==> src/rtl/interconnect_link_fifo_pkg.sv <==
`timescale 1ns/1ps
`default_nettype none
// ============================================================================
//  Module   : interconnect_link_fifo_pkg
//  Purpose  : Shared interconnect header. Holds the tag/word widths used on
//             every inter-router link, the link bundle type, the packed
//             storage entry used by the link FIFO and the default FIFO depth.
//  Contents : TIA_TAG_WIDTH, TIA_WORD_WIDTH, TIA_INTERCONNECT_FIFO_DEPTH,
//             interconnect_link_t, interconnect_entry_t
//  Revision : 1.0  initial release
// ============================================================================
package interconnect_link_fifo_pkg;

    // Width of the tag that travels with each word across a link.
    localparam int TIA_TAG_WIDTH  = 3;

    // Width of the data word carried on a link.
    localparam int TIA_WORD_WIDTH = 32;

    // Default number of entries in each link elastic buffer.
    localparam int TIA_INTERCONNECT_FIFO_DEPTH = 4;

    // One direction of a link as seen between a splitter and a combiner.
    typedef struct packed {
        logic                      valid;
        logic [TIA_TAG_WIDTH-1:0]  tag;
        logic [TIA_WORD_WIDTH-1:0] data;
    } interconnect_link_t;

    // One buffered word: tag and data are stored and moved as a unit so
    // they can never be separated inside the FIFO.
    typedef struct packed {
        logic [TIA_TAG_WIDTH-1:0]  tag;
        logic [TIA_WORD_WIDTH-1:0] data;
    } interconnect_entry_t;

endpackage : interconnect_link_fifo_pkg
`default_nettype wire

==> src/rtl/interconnect_link_fifo.sv <==
`timescale 1ns/1ps
`default_nettype none
// ============================================================================
//  Module   : interconnect_link_fifo
//  Purpose  : First-word-fall-through elastic buffer placed on each
//             inter-router link. Breaks the combinational handshake chain
//             between neighbouring routers and reports quiescence.
//  Ports    : clock         - rising-edge clock
//             reset         - asynchronous, active-low reset
//             enable        - gates both handshakes when low
//             quiescent     - FIFO holds no entries
//             input_valid   - upstream offers a word
//             input_tag     - tag of the offered word
//             input_data    - data of the offered word
//             input_ready   - FIFO accepts the offered word this cycle
//             output_valid  - head entry is available
//             output_tag    - tag of the head entry
//             output_data   - data of the head entry
//             output_ready  - downstream consumes the head entry
//  Revision : 1.0  initial release
// ============================================================================
module interconnect_link_fifo
    import interconnect_link_fifo_pkg::*;
#(
    parameter int DEPTH      = TIA_INTERCONNECT_FIFO_DEPTH,
    parameter int TAG_WIDTH  = TIA_TAG_WIDTH,
    parameter int WORD_WIDTH = TIA_WORD_WIDTH
) (
    input  logic                  clock,
    input  logic                  reset,
    input  logic                  enable,
    output logic                  quiescent,

    input  logic                  input_valid,
    input  logic [TAG_WIDTH-1:0]  input_tag,
    input  logic [WORD_WIDTH-1:0] input_data,
    output logic                  input_ready,

    output logic                  output_valid,
    output logic [TAG_WIDTH-1:0]  output_tag,
    output logic [WORD_WIDTH-1:0] output_data,
    input  logic                  output_ready
);

    // Pointers wrap naturally because DEPTH is a power of two. The count
    // carries one extra bit so that "full" (DEPTH) differs from "empty" (0).
    localparam int                PTR_W      = $clog2(DEPTH);
    localparam int                CNT_W      = PTR_W + 1;
    localparam logic [CNT_W-1:0]  FULL_COUNT = CNT_W'(DEPTH);
    localparam logic [CNT_W-1:0]  CNT_ONE    = CNT_W'(1);
    localparam logic [PTR_W-1:0]  PTR_ONE    = PTR_W'(1);

    // ------------------------------------------------------------------
    // Elaboration-time parameter guards
    // ------------------------------------------------------------------
    // Storage uses the shared entry type, so the port widths must agree
    // with the interconnect header.
    if (TAG_WIDTH != TIA_TAG_WIDTH || WORD_WIDTH != TIA_WORD_WIDTH) begin : g_bad_width
        $error("interconnect_link_fifo: TAG_WIDTH/WORD_WIDTH must match the interconnect header");
    end

    // Natural pointer wrap only works for power-of-two depths.
    if (DEPTH < 2 || (DEPTH & (DEPTH - 1)) != 0) begin : g_bad_depth
        $error("interconnect_link_fifo: DEPTH must be a power of two and at least 2");
    end

    // ------------------------------------------------------------------
    // State
    // ------------------------------------------------------------------
    logic [PTR_W-1:0]    rd_ptr;
    logic [PTR_W-1:0]    wr_ptr;
    logic [CNT_W-1:0]    count;
    interconnect_entry_t storage [DEPTH];

    logic                not_full;
    logic                not_empty;
    logic                push;
    logic                pop;

    // ------------------------------------------------------------------
    // Handshake and status
    // ------------------------------------------------------------------
    assign not_full  = (count != FULL_COUNT);
    assign not_empty = (count != '0);

    // input_ready looks only at registered state and enable, never at
    // output_ready: a full FIFO refuses a push even when it is popping on
    // the same edge. That keeps the downstream ready off the upstream path.
    // The reset term holds ready low for the whole time reset is asserted.
    assign input_ready  = reset & enable & not_full;
    assign output_valid = enable & not_empty;
    assign quiescent    = ~not_empty;

    assign push = input_valid & input_ready;
    assign pop  = output_valid & output_ready;

    // First-word fall-through: the head entry is always presented.
    assign output_tag  = storage[rd_ptr].tag;
    assign output_data = storage[rd_ptr].data;

    // ------------------------------------------------------------------
    // Pointers and occupancy
    // ------------------------------------------------------------------
    always_ff @(posedge clock or negedge reset) begin
        if (!reset) begin
            rd_ptr <= '0;
            wr_ptr <= '0;
            count  <= '0;
        end else begin
            if (push) begin
                wr_ptr <= wr_ptr + PTR_ONE;
            end
            if (pop) begin
                rd_ptr <= rd_ptr + PTR_ONE;
            end
            // Simultaneous push and pop leaves the occupancy unchanged.
            case ({push, pop})
                2'b10:   count <= count + CNT_ONE;
                2'b01:   count <= count - CNT_ONE;
                default: count <= count;
            endcase
        end
    end

    // ------------------------------------------------------------------
    // Storage array (not reset; only entries below count are meaningful)
    // ------------------------------------------------------------------
    always_ff @(posedge clock) begin
        if (push) begin
            storage[wr_ptr] <= '{tag: input_tag, data: input_data};
        end
    end

endmodule : interconnect_link_fifo
`default_nettype wire

==> config.mk <==
export PLATFORM = sky130hd
export DESIGN_NAME = interconnect_link_fifo
export DESIGN_NICKNAME = d
export VERILOG_FILES = /design/src/rtl/interconnect_link_fifo_pkg.sv /design/src/rtl/interconnect_link_fifo.sv
export SDC_FILE = /design/constraint.sdc
export NUM_CORES = 1
export LEC_CHECK = 0
export BUFFER_PORTS_ARGS = -buffer_cell sky130_fd_sc_hd__buf_2
export CORE_ASPECT_RATIO = 0.75
export CORE_UTILIZATION = 55
export CTS_BUF_LIST = sky130_fd_sc_hd__clkbuf_4
export CTS_CLUSTER_SIZE = 20
export DETAILED_ROUTE_END_ITERATION = 16
export PLACE_DENSITY_LB_ADDON = 0.12
export RECOVER_POWER = 100
export REMOVE_ABC_BUFFERS = 1
export SETUP_SLACK_MARGIN = 0.15
export SYNTH_ARGS = -nofsm -noshare
export SYNTH_HDL_FRONTEND = slang
export SYNTH_SLANG_ARGS = --single-unit
==> constraint.sdc <==
create_clock -name clock -period 4.55 [get_ports clock]
set_clock_uncertainty 0.2 [all_clocks]
set_input_delay 0.455 -clock clock [delete_from_list [all_inputs] [get_ports clock]]
set_output_delay 0.455 -clock clock [all_outputs]
set_load 0.03 [all_outputs]
Yosys cells after proc, flatten, opt, wreduce, memory -nomap -nowiden
Memories as Yosys holds them, arrays and structs flattened.
Index checks and enable logic that the tools add are counted.

storage, ports and cells
  bits in registers = 7
  input port bits = 40
  memories = 1
  memory bits (writable) = 140

memories
  name     depth  width  read ports  clocked after Yosys merged registers in  wr ports  line                          RTL
  storage  4      35     1           0                                        1         interconnect_link_fifo.sv:73  interconnect_entry_t storage [DEPTH];

operators by class
  add/sub/neg operators = 4
  bitwise operators = 6
  reduce and logical (&&, ||, !) cells = 2
  eq/ne operators = 3
  muxes and demuxes = 3

operator list
  operator                                              number
  case mux 3 bit (2 select lines)                       1
  bitwise AND 1 bit                                     5
  adder 2 x 1 -> 2 bit (second input constant)          2
  adder 3 x 1 -> 3 bit (second input constant)          1
  inequality test 3 bit (second input constant)         1
  nonzero test 3 bit                                    1
  subtractor 3 x 1 -> 3 bit (second input constant)     1
  equality test 2 x 1 -> 1 bit (second input constant)  1
  equality test 2 bit (second input constant)           1
  2-to-1 mux 1 bit                                      2
  nonzero test 2 bit                                    1
  NOT 1 bit                                             1

Depth between registers and ports, before layout
  depth in word-level cells = 5
  gate-level depth with buffers = 9
  mapped depth without buffers = 9

Worst setup path before layout
Ideal clock, no wire load.

  path type = input-to-reg
  from = in input_valid
  to = mem storage[0][0] (netlist name), enable pin
  path buffers = 0
  arrival = 1.657 ns
  path slack = 2.298 ns
  stages on the path = 3
  cell sequence = nand3_1 > a21oi_2 > and2_1

between the ends
  longest elaborated chain between the ends = 3

ends and longest elaborated chain
  item                                    line                           RTL
  start, declared                         interconnect_link_fifo.sv:34   input logic input_valid,
  bitwise AND 1 bit                       interconnect_link_fifo.sv:94   assign push = input_valid & input_ready;
  2-to-1 mux 1 bit                        interconnect_link_fifo.sv:129  if (push) begin
  2-to-1 mux 1 bit (implied by the code)  interconnect_link_fifo.sv:130  storage[wr_ptr] <= '{tag: input_tag, data: input_data};
  end, declared                           interconnect_link_fifo.sv:73

Every way passes these cells.

Worst setup path after layout
  from = reg rd_ptr[0]
  to = out output_data[24]

between the ends
  longest elaborated chain between the ends = 1

ends and longest elaborated chain
  item                      line                           RTL
  start, declared           interconnect_link_fifo.sv:70   logic [PTR_W-1:0] rd_ptr;
  start signal, assigned    interconnect_link_fifo.sv:114  rd_ptr <= rd_ptr + PTR_ONE;
  memory read (4 x 35 bit)  -
  end, declared             interconnect_link_fifo.sv:41   output logic [WORD_WIDTH-1:0] output_data,

Every way passes these cells.

==> reports/metrics.cfg <==
[status]
run_status=finished with violations
violated_checks=max-capacitance violations, max-slew violations

[critical_path]
arrival_ns=2.88
start_kind=flop
end_kind=output pin
crit_required_ns=3.89
worst-path-max-fanout=32
r2r_slack_ns=1.52
critical_path_class=reg -> out

[routing]
drt-wirelength-per-cell_um=18.1
residual_drc_count=0
detailedRoute.firstPassIterationCount=4
postRouteWirelength_um=8970
via_count=2601
drt-initial-drc-count=172
route.detailed.vias_per_inst=5.27
drt.antenna.violating_nets=0

[power]
leakagePower_nw=2.10
power.share.combinational=0.293
sw_frac_of_total=0.355
power.share.sequential=0.504
power.clock.fraction=0.203
p_int_mw=2.28
design_power_total_mw=3.53
vdd.ir_drop.worst_v=0.000494
power-per-cell-area_nw_per_um2=541
net_sw_power_mw=1.25

[global_route]
globalRoute.busiestLayer=met2
global_route.usage.met1=0.238
grt_ovf=0
globalRouteTotalUtil=0.190
initial_antenna_violation_count=0
grt_pass1_vias=2732
globalRouteMet3Util=0.0599
groute.layer.met2.usage=0.316
maximum_number_of_pins_on_one_net_before_global_route_repair=37
grt_first_pass_wirelength_um=14100

[run]
drv_cap=4

[sta]
final_min_period_over_clock_period=0.777
max_freq_mhz=283
layout_setup_ws_ns=1.02
tightest_slew_ns=1.86
layout_min_cycle_time_ns=3.53
finalSetupViolCount=0
report.final.hold_viol_count=0
grt_setup_unrepaired=false
max-slew-margin-rel=-0.239
setup_tns_ns=0
report.final.slew_viol_count=144

[cts]
cts_max_level=4
cts_num_sinks=147
post_cts.resized_instances=0
cts.reportedPaths.clkPinSlew_ns=0.11
clkLatencyLatePin_ns=0.52
clk_path_buf_depth=2
tritoncts=done
number_of_buffers_created_by_cts=17
clockRootBuffer=clkbuf_4

[floorplan]
floorplan.rows=31
fp.dieArea_um2=10500
core_region_area_um2=9740
die_width_um=118
chipHeight_um=89.0
top_level_ports=78
initial_standard_cell_utilization_of_the_core=0.569

[synthesis]
yosysSeqAreaShare=0.790
synth_warnings=0
synth.distinct_cells=23
netlist_area_um2=5540
yosys_register_bits=147
postSynthCellCount=224
synthesis.area_per_instance_um2=24.8

[final_layout]
final_nets=395
antenna_cells_inserted=0
synthToLayoutAreaGrowth_pct=17.7
share_of_final_layout_standard_cells_stronger_than_drive_strength_1=0.177

[worst_hold_path]
hold_class=in -> reg

[place]
numPortBuffers=77
dp_hpwl_um=4920
pre_cts_ws_ns=1.70
place_congestion=0.706

-- kinds of logic (layout without fill, tap and decap cells) --
| kind of cell | Yosys count | count (layout) | synth area share |
|---|---|---|---|
| AO/OA/AOI/OAI | 3 | 3 | 0.00429 |
| XOR/XNOR | 6 | 6 | 0.00948 |
| adder cells (fa/ha/maj) | 6 | 6 | 0.0149 |
| buffers and inverters | 14 | 152 | 0.0205 |
| flip-flops | 147 | 147 | 0.790 |
| multiplexers | 37 | 37 | 0.151 |
| AND/OR/NAND/NOR | 11 | 11 | 0.0102 |
-- final timing paths --
path	end	cells after the start	start
max	output_data[24]	3	rd_ptr[0]
min	rd_ptr[1]	4	output_ready
max reg2reg	storage[2][1]	3	count[0]
min reg2reg	count[2]	1	count[2]
max in group asynchronous	rd_ptr[1]	2	reset
min in group asynchronous	wr_ptr[0]	2	reset
-- Yosys cell counts --
| master | instances | area, um^2 |
|---|---|---|
| a21oi_1 | 1 | 5.00 |
| and2_1 | 4 | 25.0 |
| mux4_2 | 28 | 631 |
| nor2_1 | 2 | 7.51 |
| ha_1 | 5 | 62.6 |
| xor2_1 | 3 | 26.3 |
| buf_2 | 4 | 20.0 |
| buf_12 | 3 | 60.1 |
| nand2_1 | 2 | 7.51 |
| mux4_1 | 7 | 184 |
| nor2b_1 | 1 | 6.26 |
| nand3_1 | 1 | 5.00 |
| mux2_2 | 1 | 11.3 |
| edfxtp_1 | 140 | 4200 |
| a21oi_2 | 1 | 8.76 |
| fa_1 | 1 | 20.0 |
| buf_6 | 1 | 11.3 |
| dfrtp_1 | 7 | 175 |
| nor3_1 | 1 | 5.00 |
| mux2i_1 | 1 | 10.0 |
| xnor2_1 | 3 | 26.3 |
| o311a_1 | 1 | 10.0 |
| inv_1 | 6 | 22.5 |
-- flip-flops by register name, summed over array words and instances (netlist names) --
register and cells:
wr_ptr 2, rd_ptr 2, count 3, storage 140
-- through the flow --
stage	cell area (um^2)	hold slack, ns	cells	util
floorplan	5450	-0.0406	216	-
global placement	6020	0.109	426	0.618
detailed placement	6020	0.110	426	0.618
CTS	6630	0.0435	494	0.681
global route	6520	0.0935	494	0.670
finish	6520	0.160	494	0.670
-- area by class of cell --
type,count,area (um^2)
Sequential cell,147,4380
Fill cell,714,3210
Multi-Input combinational cell,63,1050
Timing Repair Buffer,114,658
Tap cell,132,165
Clock buffer,18,135
Clock inverter,14,114
Inverter,6,22.5
-- worst max-delay path: stages (launching register included) --
cell      delay (ns)
dfrtp_2         1.10
clkbuf_1        0.43
mux4_1          0.61
clkbuf_1        0.22
-- power by group through the flow --
stage | Clock [mW] | Sequential, mW | Combinational, mW
finish | 0.717 | 1.78 | 1.04
global route | 0.791 | 1.81 | 1.11
CTS | 0.738 | 1.79 | 1.10
detailed placement | 0 | 1.82 | 1.07
global placement | 0 | 1.81 | 1.06
floorplan | 0 | 1.76 | 0.817
-- cells in the final DEF (no fill, tap or decap), drive strengths merged, types with 4 or more instances in the layout --
cell,instances
and2,4
buf,4
clkbuf,92
clkinv,5
clkinvlp,6
dfrtp,7
dlygate4sd3,36
edfxtp,140
ha,5
inv,8
mux4,35
-- timing repair --
action                     CTS  global route
setup endpoints to repair    0             0
hold endpoints to repair   147             0
setup buffers                0             0
hold buffers                36             0
-- layer usage --
metal	part of all wire	vias to the layer above
li1	-	1198
met1	0.44	1324
met4	0.011	0
met2	0.50	70
met5	0	-
met3	0.044	9
Power figures use the tool's default switching activity.
